**src/rtl/axi3_pkg.sv**
```systemverilog
// rtl/axi3_pkg.sv - shared AXI3 encodings, fixed AR attribute values and sizing helper
package axi3_pkg;

    typedef enum logic [1:0] {
        BURST_FIXED = 2'b00,
        BURST_INCR  = 2'b01,
        BURST_WRAP  = 2'b10
    } burst_e;

    typedef enum logic [2:0] {
        SIZE_1B   = 3'd0,
        SIZE_2B   = 3'd1,
        SIZE_4B   = 3'd2,
        SIZE_8B   = 3'd3,
        SIZE_16B  = 3'd4,
        SIZE_32B  = 3'd5,
        SIZE_64B  = 3'd6,
        SIZE_128B = 3'd7
    } size_e;

    // Normal access, non-cacheable at the bus, unprivileged secure data.
    localparam logic [1:0] AR_LOCK  = 2'b00;
    localparam logic [3:0] AR_CACHE = 4'b0000;
    localparam logic [2:0] AR_PROT  = 3'b000;

    // Number of bits needed to hold values 0..value-1 (0 for value <= 1).
    function automatic int clog2(input int value);
        int r;
        r = 0;
        while ((1 << r) < value) begin
            r = r + 1;
        end
        return r;
    endfunction

endpackage

```
**src/rtl/axi3_rd_arbiter_if.sv**
```systemverilog
// rtl/axi3_rd_arbiter_if.sv - AXI3 read address and read data channels of the core master port
interface axi3_rd_arbiter_if #(
    parameter int ID_WIDTH   = 4,
    parameter int ADDR_WIDTH = 32,
    parameter int DATA_WIDTH = 32
);
    logic [ID_WIDTH-1:0]   arid;
    logic [ADDR_WIDTH-1:0] araddr;
    logic [7:0]            arlen;
    logic [2:0]            arsize;
    logic [1:0]            arburst;
    logic [1:0]            arlock;
    logic [3:0]            arcache;
    logic [2:0]            arprot;
    logic                  arvalid;
    logic                  arready;

    logic [ID_WIDTH-1:0]   rid;
    logic [DATA_WIDTH-1:0] rdata;
    logic [1:0]            rresp;
    logic                  rlast;
    logic                  rvalid;
    logic                  rready;

    modport master (
        output arid, araddr, arlen, arsize, arburst, arlock, arcache, arprot, arvalid, rready,
        input  arready, rid, rdata, rresp, rlast, rvalid
    );

    modport slave (
        input  arid, araddr, arlen, arsize, arburst, arlock, arcache, arprot, arvalid, rready,
        output arready, rid, rdata, rresp, rlast, rvalid
    );
endinterface

```
**src/rtl/rr_arbiter.sv**
```systemverilog
// rtl/rr_arbiter.sv - round-robin arbiter with one-hot and encoded grant
module rr_arbiter import axi3_pkg::*; #(
    parameter  int N  = 2,
    localparam int IW = (N > 1) ? clog2(N) : 1
) (
    input  logic          clk,
    input  logic          rst_n,
    input  logic [N-1:0]  req,
    input  logic          en,
    output logic [N-1:0]  grant,
    output logic [IW-1:0] grant_idx
);

    logic [IW-1:0] ptr;
    logic [IW-1:0] sel;
    logic          found;

    // First requester at or after ptr; the second pass wraps to the lowest index.
    always_comb begin
        sel   = '0;
        found = 1'b0;
        for (int j = 0; j < N; j++) begin
            if (!found && req[j] && (IW'(j) >= ptr)) begin
                found = 1'b1;
                sel   = IW'(j);
            end
        end
        for (int j = 0; j < N; j++) begin
            if (!found && req[j]) begin
                found = 1'b1;
                sel   = IW'(j);
            end
        end
    end

    // One-hot grant only while the consumer can take a winner.
    always_comb begin
        grant = '0;
        for (int j = 0; j < N; j++) begin
            grant[j] = en && found && (sel == IW'(j));
        end
    end

    assign grant_idx = sel;

    // Pointer moves just past the winner so it gets lowest priority next time.
    always_ff @(posedge clk or negedge rst_n) begin
        if (!rst_n) begin
            ptr <= '0;
        end else if (en && |req) begin
            ptr <= (sel == IW'(N - 1)) ? '0 : sel + IW'(1);
        end
    end

endmodule

```
**src/rtl/axi3_rd_arbiter.sv**
```systemverilog
// rtl/axi3_rd_arbiter.sv - N-to-1 AXI3 read arbiter with rid routing and outstanding limits
module axi3_rd_arbiter import axi3_pkg::*; #(
    parameter int NUM_MASTERS     = 2,
    parameter int ID_WIDTH        = 4,
    parameter int ADDR_WIDTH      = 32,
    parameter int DATA_WIDTH      = 32,
    parameter int MAX_OUTSTANDING = 4
) (
    input  logic                            aclk,
    input  logic                            aresetn,
    input  logic [NUM_MASTERS-1:0]          s_arvalid,
    output logic [NUM_MASTERS-1:0]          s_arready,
    input  logic [NUM_MASTERS*ADDR_WIDTH-1:0] s_araddr,
    input  logic [NUM_MASTERS*8-1:0]        s_arlen,
    input  logic [NUM_MASTERS*3-1:0]        s_arsize,
    input  logic [NUM_MASTERS*2-1:0]        s_arburst,
    output logic [NUM_MASTERS-1:0]          s_rvalid,
    input  logic [NUM_MASTERS-1:0]          s_rready,
    output logic [DATA_WIDTH-1:0]           s_rdata,
    output logic [1:0]                      s_rresp,
    output logic                            s_rlast,
    axi3_rd_arbiter_if.master               m_axi,
    output logic                            busy,
    output logic                            err_bad_rid
);

    localparam int IW = (NUM_MASTERS > 1) ? clog2(NUM_MASTERS) : 1;
    localparam int CW = clog2(MAX_OUTSTANDING + 1);
    localparam logic [CW-1:0] CNT_MAX = CW'(MAX_OUTSTANDING);

    logic [CW-1:0]          cnt [NUM_MASTERS];
    logic [NUM_MASTERS-1:0] eligible;
    logic [NUM_MASTERS-1:0] done;
    logic [IW-1:0]          gidx;
    logic                   load_en;
    logic                   rid_ok;
    logic                   rready_c;
    logic                   busy_c;
    logic [ADDR_WIDTH-1:0]  sel_addr;
    logic [7:0]             sel_len;
    logic [2:0]             sel_size;
    logic [1:0]             sel_burst;

    assign load_en = !m_axi.arvalid || m_axi.arready;
    assign rid_ok  = int'(m_axi.rid) < NUM_MASTERS;

    // R routing by rid; unknown ids are sunk so the slave never deadlocks on them.
    always_comb begin
        s_rvalid = '0;
        done     = '0;
        rready_c = !rid_ok;
        for (int j = 0; j < NUM_MASTERS; j++) begin
            s_rvalid[j] = m_axi.rvalid && (m_axi.rid == ID_WIDTH'(j));
            if (m_axi.rid == ID_WIDTH'(j)) begin
                rready_c = s_rready[j];
            end
            done[j] = s_rvalid[j] && s_rready[j] && m_axi.rlast;
        end
    end

    assign m_axi.rready = rready_c;
    assign s_rdata      = m_axi.rdata;
    assign s_rresp      = m_axi.rresp;
    assign s_rlast      = m_axi.rlast;

    // A client at its limit stays eligible when one of its bursts retires this cycle.
    always_comb begin
        eligible = '0;
        for (int j = 0; j < NUM_MASTERS; j++) begin
            eligible[j] = s_arvalid[j] && ((cnt[j] < CNT_MAX) || done[j]);
        end
    end

    rr_arbiter #(.N(NUM_MASTERS)) u_rr (
        .clk       (aclk),
        .rst_n     (aresetn),
        .req       (eligible),
        .en        (load_en),
        .grant     (s_arready),
        .grant_idx (gidx)
    );

    // Mux the winning client's request fields.
    always_comb begin
        sel_addr  = '0;
        sel_len   = '0;
        sel_size  = '0;
        sel_burst = '0;
        for (int j = 0; j < NUM_MASTERS; j++) begin
            if (gidx == IW'(j)) begin
                sel_addr  = s_araddr[j*ADDR_WIDTH +: ADDR_WIDTH];
                sel_len   = s_arlen[j*8 +: 8];
                sel_size  = s_arsize[j*3 +: 3];
                sel_burst = s_arburst[j*2 +: 2];
            end
        end
    end

    // AR output register; reloads only when empty or being accepted, so fields hold under stall.
    always_ff @(posedge aclk or negedge aresetn) begin
        if (!aresetn) begin
            m_axi.arvalid <= 1'b0;
            m_axi.arid    <= '0;
            m_axi.araddr  <= '0;
            m_axi.arlen   <= '0;
            m_axi.arsize  <= '0;
            m_axi.arburst <= '0;
        end else if (load_en) begin
            m_axi.arvalid <= |s_arready;
            if (|s_arready) begin
                m_axi.arid    <= ID_WIDTH'(gidx);
                m_axi.araddr  <= sel_addr;
                m_axi.arlen   <= sel_len;
                m_axi.arsize  <= sel_size;
                m_axi.arburst <= sel_burst;
            end
        end
    end

    assign m_axi.arlock  = AR_LOCK;
    assign m_axi.arcache = AR_CACHE;
    assign m_axi.arprot  = AR_PROT;

    // Per-client count of granted bursts whose last beat has not yet been accepted.
    always_ff @(posedge aclk or negedge aresetn) begin
        if (!aresetn) begin
            for (int j = 0; j < NUM_MASTERS; j++) begin
                cnt[j] <= '0;
            end
        end else begin
            for (int j = 0; j < NUM_MASTERS; j++) begin
                if (s_arready[j] && !done[j]) begin
                    cnt[j] <= cnt[j] + CW'(1);
                end else if (!s_arready[j] && done[j]) begin
                    cnt[j] <= cnt[j] - CW'(1);
                end
            end
        end
    end

    // Busy while a request is queued or any burst is still in flight.
    always_comb begin
        busy_c = m_axi.arvalid;
        for (int j = 0; j < NUM_MASTERS; j++) begin
            busy_c = busy_c || (cnt[j] != '0);
        end
    end

    assign busy = busy_c;

    // Sticky flag for beats carrying an id no client owns.
    always_ff @(posedge aclk or negedge aresetn) begin
        if (!aresetn) begin
            err_bad_rid <= 1'b0;
        end else if (m_axi.rvalid && !rid_ok) begin
            err_bad_rid <= 1'b1;
        end
    end

endmodule

```
**src/flat_wrapper.sv**
```systemverilog
// flat-port wrapper written by rule: the top's interface ports become plain ports
module axi3_rd_arbiter_flat import axi3_pkg::*;
#(
    parameter int NUM_MASTERS     = 2,
    parameter int ID_WIDTH        = 4,
    parameter int ADDR_WIDTH      = 32,
    parameter int DATA_WIDTH      = 32,
    parameter int MAX_OUTSTANDING = 4
)
  (aclk, aresetn, s_arvalid, s_arready, s_araddr, s_arlen, s_arsize, s_arburst, s_rvalid, s_rready, s_rdata, s_rresp, s_rlast, busy, err_bad_rid, m_axi_arid, m_axi_araddr, m_axi_arlen, m_axi_arsize, m_axi_arburst, m_axi_arlock, m_axi_arcache, m_axi_arprot, m_axi_arvalid, m_axi_rready, m_axi_arready, m_axi_rid, m_axi_rdata, m_axi_rresp, m_axi_rlast, m_axi_rvalid);
  axi3_rd_arbiter_if #(.ID_WIDTH(ID_WIDTH), .ADDR_WIDTH(ADDR_WIDTH), .DATA_WIDTH(DATA_WIDTH)) m_axi_i ();
  input  logic aclk;
  input  logic aresetn;
  input  logic [NUM_MASTERS-1:0] s_arvalid;
  output logic [NUM_MASTERS-1:0] s_arready;
  input  logic [NUM_MASTERS*ADDR_WIDTH-1:0] s_araddr;
  input  logic [NUM_MASTERS*8-1:0] s_arlen;
  input  logic [NUM_MASTERS*3-1:0] s_arsize;
  input  logic [NUM_MASTERS*2-1:0] s_arburst;
  output logic [NUM_MASTERS-1:0] s_rvalid;
  input  logic [NUM_MASTERS-1:0] s_rready;
  output logic [DATA_WIDTH-1:0] s_rdata;
  output logic [1:0] s_rresp;
  output logic s_rlast;
  output logic busy;
  output logic err_bad_rid;
  output wire logic [$bits(m_axi_i.arid)-1:0] m_axi_arid;
  output wire logic [$bits(m_axi_i.araddr)-1:0] m_axi_araddr;
  output wire logic [$bits(m_axi_i.arlen)-1:0] m_axi_arlen;
  output wire logic [$bits(m_axi_i.arsize)-1:0] m_axi_arsize;
  output wire logic [$bits(m_axi_i.arburst)-1:0] m_axi_arburst;
  output wire logic [$bits(m_axi_i.arlock)-1:0] m_axi_arlock;
  output wire logic [$bits(m_axi_i.arcache)-1:0] m_axi_arcache;
  output wire logic [$bits(m_axi_i.arprot)-1:0] m_axi_arprot;
  output wire logic [$bits(m_axi_i.arvalid)-1:0] m_axi_arvalid;
  output wire logic [$bits(m_axi_i.rready)-1:0] m_axi_rready;
  input wire logic [$bits(m_axi_i.arready)-1:0] m_axi_arready;
  input wire logic [$bits(m_axi_i.rid)-1:0] m_axi_rid;
  input wire logic [$bits(m_axi_i.rdata)-1:0] m_axi_rdata;
  input wire logic [$bits(m_axi_i.rresp)-1:0] m_axi_rresp;
  input wire logic [$bits(m_axi_i.rlast)-1:0] m_axi_rlast;
  input wire logic [$bits(m_axi_i.rvalid)-1:0] m_axi_rvalid;
  assign m_axi_arid = m_axi_i.arid;
  assign m_axi_araddr = m_axi_i.araddr;
  assign m_axi_arlen = m_axi_i.arlen;
  assign m_axi_arsize = m_axi_i.arsize;
  assign m_axi_arburst = m_axi_i.arburst;
  assign m_axi_arlock = m_axi_i.arlock;
  assign m_axi_arcache = m_axi_i.arcache;
  assign m_axi_arprot = m_axi_i.arprot;
  assign m_axi_arvalid = m_axi_i.arvalid;
  assign m_axi_rready = m_axi_i.rready;
  assign m_axi_i.arready = m_axi_arready;
  assign m_axi_i.rid = m_axi_rid;
  assign m_axi_i.rdata = m_axi_rdata;
  assign m_axi_i.rresp = m_axi_rresp;
  assign m_axi_i.rlast = m_axi_rlast;
  assign m_axi_i.rvalid = m_axi_rvalid;
  axi3_rd_arbiter #(.NUM_MASTERS(NUM_MASTERS), .ID_WIDTH(ID_WIDTH), .ADDR_WIDTH(ADDR_WIDTH), .DATA_WIDTH(DATA_WIDTH), .MAX_OUTSTANDING(MAX_OUTSTANDING)) u_core (.aclk(aclk), .aresetn(aresetn), .s_arvalid(s_arvalid), .s_arready(s_arready), .s_araddr(s_araddr), .s_arlen(s_arlen), .s_arsize(s_arsize), .s_arburst(s_arburst), .s_rvalid(s_rvalid), .s_rready(s_rready), .s_rdata(s_rdata), .s_rresp(s_rresp), .s_rlast(s_rlast), .m_axi(m_axi_i), .busy(busy), .err_bad_rid(err_bad_rid));
endmodule
```
**config.mk**
```make
export PLATFORM = sky130hd
export DESIGN_NAME = axi3_rd_arbiter_flat
export DESIGN_NICKNAME = d
export VERILOG_FILES = /design/src/rtl/axi3_pkg.sv /design/src/rtl/axi3_rd_arbiter_if.sv /design/src/rtl/rr_arbiter.sv /design/src/rtl/axi3_rd_arbiter.sv /design/src/flat_wrapper.sv
export SDC_FILE = /design/constraint.sdc
export NUM_CORES = 1
export LEC_CHECK = 0
export ABC_CLOCK_PERIOD_IN_PS = 8600
export BUFFER_PORTS_ARGS = -buffer_cell sky130_fd_sc_hd__buf_2
export CORE_AREA = 2 2 92 94
export DETAILED_ROUTE_END_ITERATION = 10
export DIE_AREA = 0 0 94 96
export PLACE_DENSITY = 0.8
export SLEW_MARGIN = 0
export SYNTH_ARGS = -nofsm -noshare
export SYNTH_HDL_FRONTEND = slang
export SYNTH_SLANG_ARGS = --single-unit
```
**constraint.sdc**
```tcl
create_clock -name aclk -period 8.6 [get_ports aclk]
set_clock_uncertainty 0.2 [all_clocks]
set_input_delay 2.58 -clock aclk [delete_from_list [all_inputs] [get_ports aclk]]
set_output_delay 2.58 -clock aclk [all_outputs]
set_load 0.005 [all_outputs]
```
# ---- Word level (Yosys, flattened, before mapping)
# Index checks and enable logic that the tools add are counted.
# W data, S select, Z words.
dict set report word_totals {
  output_inout_bits 101
  word_cells 84
  register_bits 55
}
dict set report classes {
  n_eq_ne 1
  n_mux 18
  bitwise_logic 1
  n_reduce_logical 44
  n_addsub 5
  n_lt_le_gt_ge 5
}
# op n
set ops {}
lappend ops {{$mux W32} 1}
lappend ops {{$logic_and A1 B1 Y1} 22}
lappend ops {{$mux W3} 5}
lappend ops {{$mux W1} 10}
lappend ops {{$logic_not A1 Y1} 9}
lappend ops {{$mux W8} 1}
lappend ops {{$add A3 B1 Y3 const B} 2}
lappend ops {{$lt A3 B3 Y1 const B} 2}
lappend ops {{$reduce_bool A3 Y1} 2}
lappend ops {{$sub A3 B1 Y3 const B} 2}
lappend ops {{$logic_or A1 B1 Y1} 5}
lappend ops {{$eq A4 B1 Y1 const B} 1}
lappend ops {{$logic_not A4 Y1} 1}
lappend ops {{$lt A4 B2 Y1 const B} 1}
lappend ops {{$reduce_bool A2 Y1} 2}
lappend ops {{$reduce_or A2 Y1} 2}
lappend ops {{$ge A1 B1 Y1 const A} 2}
lappend ops {{$mux W2} 1}
lappend ops {{$reduce_and A2 Y1} 1}
lappend ops {{$add A1 B1 Y1 const B} 1}
lappend ops {{$not A1 Y1} 1}

# ---- Logic depth before layout (Yosys ltp)
# Gate-level depths: netlist (run 1).
dict set report logic_depth {
  word_depth 24
  depth_mapped 11
}

# ---- Hierarchy
# From an unflattened synthesis (run 1), not the netlist that was laid out.
dict set report hier_totals {
  hier_cells 246
  area_unflattened_um2 3380.7
}
# module area_per_inst_um2 cells_per_inst n_inst seq_area_each_um2
set modules_own_cells {}
lappend modules_own_cells {axi3_rd_arbiter 3316.9 238 1 1351.3}
lappend modules_own_cells {rr_arbiter 63.8 8 1 25.0}

# ---- Least setup slack after synthesis (run 1)
# OpenSTA, ideal clock, no wires.
dict set report synth_path {
  kind {in2out}
  from {in m_axi_rid[1]}
  to {out s_arready[0]}
  stages 5
  required_ns 5.820
  path_slack_ns 2.190
  arrival_ns 3.630
  cell_sequence {nor4b_4 -> a21o_1 -> buf_4 -> o211a_1 -> buf_2}
}
dict set report synth_between {
  elab_chain_cells 20
  word_cells_on_any_way 30
}
# element line_no
set synth_rtl {}
lappend synth_rtl {{start, declared} flat_wrapper.sv:38} ;# input wire logic [$bits(m_axi_i.rid)-1:0] m_axi_rid;
lappend synth_rtl {{$logic_not A4 Y1} axi3_rd_arbiter.sv:53} ;# s_rvalid[j] = m_axi.rvalid && (m_axi.rid == ID_WIDTH'(j));
lappend synth_rtl {{$logic_and A1 B1 Y1} axi3_rd_arbiter.sv:53}
lappend synth_rtl {{$logic_and A1 B1 Y1 (2 in a row)} axi3_rd_arbiter.sv:57} ;# done[j] = s_rvalid[j] && s_rready[j] && m_axi.rlast;
lappend synth_rtl {{$logic_or A1 B1 Y1} axi3_rd_arbiter.sv:70} ;# eligible[j] = s_arvalid[j] && ((cnt[j] < CNT_MAX) || done[j]);
lappend synth_rtl {{$logic_and A1 B1 Y1} axi3_rd_arbiter.sv:70}
lappend synth_rtl {{$logic_and A1 B1 Y1} rr_arbiter.sv:23} ;# if (!found && req[j] && (IW'(j) >= ptr)) begin
lappend synth_rtl {{$mux W1} rr_arbiter.sv:23}
lappend synth_rtl {{$logic_not A1 Y1} rr_arbiter.sv:23}
lappend synth_rtl {{[3 not listed]} -}
lappend synth_rtl {{$logic_not A1 Y1} rr_arbiter.sv:29} ;# if (!found && req[j]) begin
lappend synth_rtl {{$logic_and A1 B1 Y1} rr_arbiter.sv:29}
lappend synth_rtl {{$mux W1} rr_arbiter.sv:29}
lappend synth_rtl {{$logic_not A1 Y1} rr_arbiter.sv:29}
lappend synth_rtl {{$logic_and A1 B1 Y1} rr_arbiter.sv:29}
lappend synth_rtl {{$mux W1} rr_arbiter.sv:29}
lappend synth_rtl {{$logic_and A1 B1 Y1 or $not A1 Y1 (tied branches)} -}
lappend synth_rtl {{$logic_and A1 B1 Y1 *} rr_arbiter.sv:40} ;# grant[j] = en && found && (sel == IW'(j));
lappend synth_rtl {{end, declared} flat_wrapper.sv:15} ;# output logic [NUM_MASTERS-1:0] s_arready;
# Every way passes the cells marked *; elsewhere a longest branch is shown, timed or not.

# ---- Final worst setup path (run 1)
# Same ends and word-level chain as after synthesis.

==> metrics.csv, run 1 <==
stage,metric,value,unit
outcome,status,"complete, no violations",
yosys,ys_types,36,
place,portBuffers,157,
cells_and_area,multi_input_area,1380,um2
cells_and_area,nNetsFinal,559,
sta,finalCritPeriodShare,81.4,%
clock_network,ctsHoldBuffers,0,
sta,finalSetupViolations,0,
sta,slew_violations,0,
cells_and_area,finalNonFillerCells,523,
global_route,track_usage,18.7,%
global_route,grt_max_degree,56,
floorplanning,dieWidth,94,um
clock_network,clk_pin_slew,90,ps
yosys,yosysMostFrequentCell,dfrtp_1,
drt,initialDrtViolationCount,121,
yosys,synth_commonest_cells,"dfrtp_1, buf_4, nand2_1, a211oi_1, a221o_1",
clock_network,clockBufferDepth,2,
sta,final_hold_viol_count,0,
sta,timing.fmax,143,MHz
place,dp_hpwl,6090,um
yosys,yosysTopAreaCell,dfrtp_1,
clock_network,postCtsResizedCells,0,
critical_path,critPathBufInv,3,
floorplanning,core,8050,um2
place,place_area,3720,um2
critical_path,cpPeakStageDelay,500,ps
clock_network,cts-root-buf,clkbuf_8,
cells_and_area,drive_above_1_share,42.3,%
clock_network,h-tree-depth,2,
cells_and_area,seq_area,1380,um2
drt,vias,2823,
pwr,power.leakage,1.90,nW
cells_and_area,fill_cells,769,
critical_path,startpoint_type,primary input,
yosys,synth_area_per_cell,10.2,um2
yosys,synth_top_area_share,42.9,%
floorplanning,ios,238,
sta,worst_pin_slew,1020,ps
sta,period_needed,7000,ps
critical_path,worst_path_max_delay_cell,nor4b_4,
clock_network,clk_latency,300,ps
yosys,async_flop_share,100,%
sta,timing.final.ws_setup,1600,ps
clock_network,postCtsSetupRepairBufs,0,
place,placed_cells,516,
critical_path,crit_type,primary input to output pin,
sta,grt_setup_unrepaired,false,
critical_path,rrSetupSlack,5270,ps
floorplanning,fp.dieH,96,um
cells_and_area,diodes,0,
job,max_cap_viol_count,0,
sta,slew_headroom,31.7,%
clock_network,cts_tree,yes,
place,finalWeightedCongestion,0.715,
critical_path,critPathRequiredTime,5820,ps
yosys,synth.area.top_cells,"dfrtp_1, a221o_1, buf_4",
global_route,grt_pass1_wl,13100,um
global_route,antenna_found_initial,0,
global_route,grt_overflow,0,
cells_and_area,fin_util,47.4,%
cells_and_area,design_area,3810,um2
clock_network,numClockSinks,55,
drt,drc_errors,0,
critical_path,path_cells,buf_2 > nor4b_4 > a21o_2 > buf_4 > o211a_1 > buf_2,
floorplanning,die_area,9020,um2
sta,tns,0,ps
floorplanning,start_util,39.8,%
yosys,ys.flop_type,dfrtp_1,
yosys,syn_area,3210,um2
critical_path,end_kind,output pin,
critical_path,cp_data_arrival_time,4220,ps
critical_path,cp_common_cell,buf_2,
critical_path,crit_family,buffers and inverters,
pwr,cellPowerDensity,296,nW/um2
yosys,synth_cells,314,
place,pre_cts_slack,1620,ps
min_path,hp-class,register to register,
drt,dr.pass1.iters,4,
yosys,ys_ff_latch,55,
pwr,vdd_drop_max,0.175,mV
critical_path,worstPathMaxFanout,47,
cells_and_area,synthToLayoutAreaGrowth,18.9,%
pwr,power,1.13,mW
drt,drt-total-wl,8710,um
drt,ant_nets,0,
floorplanning,placementRows,33,
sta,hold_slack,303,ps
yosys,seq_area_frac_synth,42.9,%
drt,via_per_inst,5.40,
drt,wl_per_cell,16.6,um
clock_network,cts_made_buffers,5,
yosys,synth_edf_count,0,
global_route,grt_pass1_vias,2689,
yosys,yosysWarnings,0,
## report_power, final
group          switching (mW)  total [mW]  leakage, nW  internal, mW
combinational           0.278       0.527         1.18         0.249
sequential             0.0797       0.462        0.670         0.382
clock                  0.0776       0.141       0.0470        0.0634
total                   0.436        1.13         1.90         0.694
## state kept, by name, summed over array words and instances, names as in the netlist
signal and flops:
u_core.cnt 6, u_core.err_bad_rid 1, u_core.m_axi.araddr 32, u_core.m_axi.arburst 2
u_core.m_axi.arid 1, u_core.m_axi.arlen 8, u_core.m_axi.arsize 3, u_core.m_axi.arvalid 1
u_core.u_rr.ptr 1
## worst paths after layout
| kind | start | depth (start not counted) | endpoint |
|---|---|---|---|
| max | m_axi_rid[1] | 6 | s_arready[0] |
| min | u_core.err_bad_rid | 1 | u_core.err_bad_rid |
| min in group asynchronous | aresetn | 2 | u_core.m_axi.arlen[6] |
| max in group asynchronous | aresetn | 2 | u_core.m_axi.araddr[16] |
| max reg2reg | u_core.m_axi.arvalid | 9 | u_core.cnt[5] |
| min reg2reg | u_core.err_bad_rid | 1 | u_core.err_bad_rid |
## routing by layer
layer | routed length (um) | vias to the layer above | GRT usage (%)
li1 | - | 1323 | -
met1 | 3450 | 1345 | 22.0
met2 | 4450 | 143 | 33.5
met3 | 631 | 12 | 4.93
met4 | 180 | 0 | 5.92
met5 | 0 | - | 0
## layout make-up
cell class | instances | area share [%]
clock buffers | 6 | 2.17
inverters | 4 | 0.394
flip-flops and latches | 55 | 36.1
clock inverters | 1 | 0.131
multi-input cells | 190 | 36.2
repair buffers | 162 | 21.6
well taps | 105 | 3.45
## logic make-up after synthesis
group,Yosys count,synth area share (%)
AO/OA/AOI/OAI,99,26.6
flip-flops,55,42.9
other,1,0.117
buffers and inverters,80,16.2
AND/OR/NAND/NOR,66,9.52
adder cells (fa/ha/maj),4,2.03
XOR/XNOR,6,1.64
multiplexers,3,1.01
## placed cells by master (no fill, tap or decap), types with 3 or more instances in the layout
cell type,synthesis,final
dfrtp_1,55,55
inv_1,3,3
xor2_1,4,4
nand2_1,48,48
a211oi_1,45,45
buf_2,7,157
nor2_1,4,4
buf_4,48,5
nor2b_1,3,3
a221o_1,45,45
clkbuf_8,0,6
conb_1,1,12
Power figures use the tool's default switching activity.
==> inputs of run 2 (changes only) <==
--- a/config.mk
+++ b/config.mk
@@ -5,12 +5,12 @@
 export SDC_FILE = /design/constraint.sdc
 export NUM_CORES = 1
 export LEC_CHECK = 0
-export ABC_CLOCK_PERIOD_IN_PS = 8600
+export ABC_AREA = 1
+export ABC_CLOCK_PERIOD_IN_PS = 5900
 export BUFFER_PORTS_ARGS = -buffer_cell sky130_fd_sc_hd__buf_2
-export CORE_AREA = 2 2 92 94
+export CORE_UTILIZATION = 37
 export DETAILED_ROUTE_END_ITERATION = 10
-export DIE_AREA = 0 0 94 96
-export PLACE_DENSITY = 0.8
+export PLACE_DENSITY = 0.77
 export SLEW_MARGIN = 0
 export SYNTH_ARGS = -nofsm -noshare
 export SYNTH_HDL_FRONTEND = slang
==> constraint.sdc (replaced) <==
create_clock -name aclk -period 5.9 [get_ports aclk]
set_clock_uncertainty 0.2 [all_clocks]
set_input_delay 1.77 -clock aclk [delete_from_list [all_inputs] [get_ports aclk]]
set_output_delay 1.77 -clock aclk [all_outputs]
set_load 0.005 [all_outputs]
==> run 2 against run 1 <==
Sequential share of layout area shrank 1.1 points. First-iteration DRC count shrank 37%. Critical path depth grew 3. Non-clock buffer count is the same. Synthesized cell count grew 46%. Routed wire length shrank 6.4%. Sequential cell count is the same. Die area grew 2.7%. Cell count grew 29%. Critical endpoint unchanged.
==> metrics.csv, run 2 <==
stage,metric,value,unit,change
floorplanning,start_util,37.9,%,was 39.8%
pwr,power.leakage,2.40,nW,was 1.90 nW
clock_network,ctsHoldBuffers,0,,unchanged
drt,wl_per_cell,12.0,um,was 16.6 um
place,finalWeightedCongestion,0.744,,was 0.715
min_path,hp-class,register to register,,unchanged
drt,drt-total-wl,8150,um,was 8710 um
critical_path,cp.depth,9,,was 6
clock_network,h-tree-depth,2,,unchanged
yosys,syn_area,3290,um2,was 3210 um2
drt,ant_nets,0,,unchanged
yosys,synth_area_per_cell,7.20,um2,was 10.2 um2
global_route,track_usage,17.3,%,was 18.7%
floorplanning,fp.dieH,96.3,um,was 96 um
pwr,p_sw_share,41.6,%,was 38.5%
drt,via_per_inst,4.69,,was 5.40
critical_path,worst_path_max_delay_cell,nand2_2,,was nor4b_4
cells_and_area,diodes,0,,unchanged
sta,grt_setup_unrepaired,false,,unchanged
global_route,grt_max_degree,56,,unchanged
yosys,ys.flop_type,dfrtp_1,,unchanged
critical_path,rrSetupSlack,3210,ps,was 5270 ps
min_path,hold_depth,1,,unchanged
place,dp_hpwl,5820,um,was 6090 um
yosys,yosysWarnings,0,,unchanged
floorplanning,core,8680,um2,was 8050 um2
cells_and_area,drive_above_1_share,31.5,%,was 42.3%
critical_path,cpPeakStageDelay,380,ps,was 500 ps
yosys,yosysMostFrequentCell,nand2_1,,was dfrtp_1
global_route,antenna_found_initial,0,,unchanged
critical_path,path_cells,buf_2 > nor2_1 > nand4_1 > nand2_1 > nand3_2 > nand2_2 > inv_1 > nor2_1 > buf_2,,was buf_2 > nor4b_4 > a21o_2 > buf_4 > o211a_1 > buf_2
pwr,p_comb_share,47.3,%,was 46.6%
pwr,vdd_drop_max,0.169,mV,was 0.175 mV
critical_path,worstPathMaxFanout,25,,was 47
yosys,yosysTopAreaCell,dfrtp_1,,unchanged
cells_and_area,largest_reg_flops,32,,unchanged
global_route,grt_pass1_vias,2739,,was 2689
critical_path,end_kind,output pin,,unchanged
yosys,async_flop_share,100,%,unchanged
yosys,synth_edf_count,0,,unchanged
drt,vias,3174,,was 2823
yosys,seq_area_frac_synth,41.9,%,was 42.9%
drt,initialDrtViolationCount,76,,was 121
clock_network,cts-root-buf,clkbuf_8,,unchanged
cells_and_area,fill_cells,888,,was 769
drt,drc_errors,0,,unchanged
critical_path,critPathRequiredTime,3930,ps,was 5820 ps
sta,slew_headroom,46.5,%,was 31.7%
floorplanning,die_area,9270,um2,was 9020 um2
pwr,p_clk_share,13.4,%,was 12.5%
sta,period_needed,5150,ps,
clock_network,numClockSinks,55,,unchanged
sta,worst_pin_slew,802,ps,was 1020 ps
critical_path,critPathBufInv,3,,unchanged
critical_path,cp_data_arrival_time,3180,ps,was 4220 ps
sta,tns,0,ps,unchanged
pwr,p_switching,0.704,mW,was 0.436 mW
pwr,seqPwrFrac,39.3,%,was 40.9%
critical_path,reg2reg_from,u_core.cnt[5],,was u_core.m_axi.arvalid
cells_and_area,nNetsFinal,709,,was 559
yosys,ys_ff_latch,55,,unchanged
sta,timing.fmax,194,MHz,
pwr,p_int,0.988,mW,was 0.694 mW
sta,finalSetupViolations,0,,unchanged
floorplanning,dieWidth,96.3,um,was 94 um
critical_path,startpoint_type,primary input,,unchanged
cells_and_area,top_regs,"u_core.m_axi.araddr: 32 flops, u_core.m_axi.arlen: 8 flops, u_core.cnt: 6 flops",,unchanged
yosys,synth.area.top_cells,"dfrtp_1, nand2_1, buf_4",,"was dfrtp_1, a221o_1, buf_4"
clock_network,cts_made_buffers,5,,unchanged
clock_network,postCtsResizedCells,0,,unchanged
min_path,hold_start,u_core.err_bad_rid,,unchanged
cells_and_area,fin_util,45.3,%,was 47.4%
global_route,grt_pass1_wl,12600,um,was 13100 um
yosys,ys_types,26,,was 36
sta,finalCritPeriodShare,87.3,%,
yosys,synth_commonest_cells,"nand2_1, dfrtp_1, buf_4, nand3_1, inv_1",,"was dfrtp_1, buf_4, nand2_1, a211oi_1, a221o_1"
cells_and_area,synthToLayoutAreaGrowth,19.5,%,was 18.9%
yosys,synth_top_area_share,41.9,%,was 42.9%
critical_path,crit_type,primary input to output pin,,unchanged
cells_and_area,layout_commonest_cell,nand2_1,,was buf_2
global_route,grt_overflow,0,,unchanged
pwr,cellPowerDensity,430,nW/um2,was 296 nW/um2
clock_network,cts_tree,yes,,unchanged
critical_path,r2r-end,u_core.cnt[5],,unchanged
floorplanning,ios,238,,unchanged
yosys,synth_cells,457,,was 314
place,place_area,3830,um2,was 3720 um2
job,max_cap_viol_count,0,,unchanged
clock_network,clk_latency,290,ps,was 300 ps
critical_path,crit_family,simple AND/OR/NAND/NOR gates,,was buffers and inverters
cells_and_area,multi_input_area,1440,um2,was 1380 um2
cells_and_area,design_area,3930,um2,was 3810 um2
clock_network,clockBufferDepth,2,,unchanged
cells_and_area,top_register,u_core.m_axi.araddr,,unchanged
clock_network,clk_pin_slew,90,ps,about the same
outcome,status,"complete, no violations",,unchanged
drt,dr.pass1.iters,4,,unchanged
cells_and_area,seq_area,1380,um2,unchanged
sta,final_hold_viol_count,0,,unchanged
critical_path,r2r_cells,11,,was 9
pwr,power,1.69,mW,was 1.13 mW
floorplanning,placementRows,34,,was 33
place,portBuffers,157,,unchanged
sta,slew_violations,0,,unchanged
clock_network,postCtsSetupRepairBufs,0,,unchanged
min_path,hold_end,u_core.err_bad_rid,,unchanged
cells_and_area,mostFrequentLayoutCells,"nand2_1, buf_2, dfrtp_1",,"was buf_2, dfrtp_1, nand2_1"
run 2: layout make-up:
type                    instances  area share (%)
clock inverters                 1           0.191
multi-input cells             330            36.6
inverters                      14            1.34
repair buffers                162            20.9
flip-flops and latches         55            35.0
clock buffers                   7            2.45
well taps                     108            3.44
run 2: cells by family (layout without fill, tap and decap cells):
kind of cell | count (synthesis) | in the layout | share of synthesized area [%]
xor+xnor | 4 | 4 | 1.07
flops | 55 | 55 | 41.9
buf+inv | 83 | 184 | 15.8
simple gates | 299 | 299 | 36.6
fa+ha+maj | 4 | 4 | 1.98
compound gates | 8 | 8 | 1.64
mux | 3 | 3 | 0.989
other cells | 1 | 12 | 0.114
run 2: worst max path at each step:
stage / startpoint / end
6_report: m_axi_rid[3] / s_arready[0]
5_1_grt: m_axi_rid[0] / s_arready[0]
4_1_cts: m_axi_rid[0] / s_arready[0]
3_5_place_dp: m_axi_rid[0] / s_arready[0]
3_3_place_gp: m_axi_rid[0] / s_arready[0]
2_1_floorplan: m_axi_rid[3] / s_arready[1]
run 2: metrics by stage:
| step | std cells | worst slack (ps) | hold slack [ps] |
|---|---|---|---|
| finish | 677 | 748 | 275 |
| global route | 677 | 573 | 291 |
| CTS | 677 | 743 | 277 |
| detailed placement | 669 | 745 | 254 |
| global placement | 669 | 856 | 255 |
| floorplan | 468 | 1090 | 251 |
run 2: power by group through the flow:
stage | Combinational [mW] | Clock (mW) | Sequential [mW]
after CTS | 0.811 | 0.239 | 0.665
final | 0.801 | 0.226 | 0.665
after floorplan | 0.512 | 0 | 0.676
after global placement | 0.782 | 0 | 0.663
after global routing | 0.928 | 0.254 | 0.688
after detailed placement | 0.810 | 0 | 0.668
run 2: routing by layer:
metal | global-route usage (%) | up-vias | part of all wire, %
met3 | 3.40 | 20 | 6.6
met5 | 0 | - | 0
li1 | - | 1568 | -
met2 | 30.9 | 131 | 49
met4 | 5.85 | 0 | 1.8
met1 | 20.6 | 1455 | 43
run 2: worst reg2reg max path: cells and delay by family, from the launching register on:
| family | cells | cell delay, ps |
|---|---|---|
| simple gates | 4 | 740 |
| fa+ha+maj | 2 | 630 |
| flops | 1 | 410 |
| compound gates | 2 | 270 |
| buf+inv | 2 | 210 |
| xor+xnor | 1 | 130 |
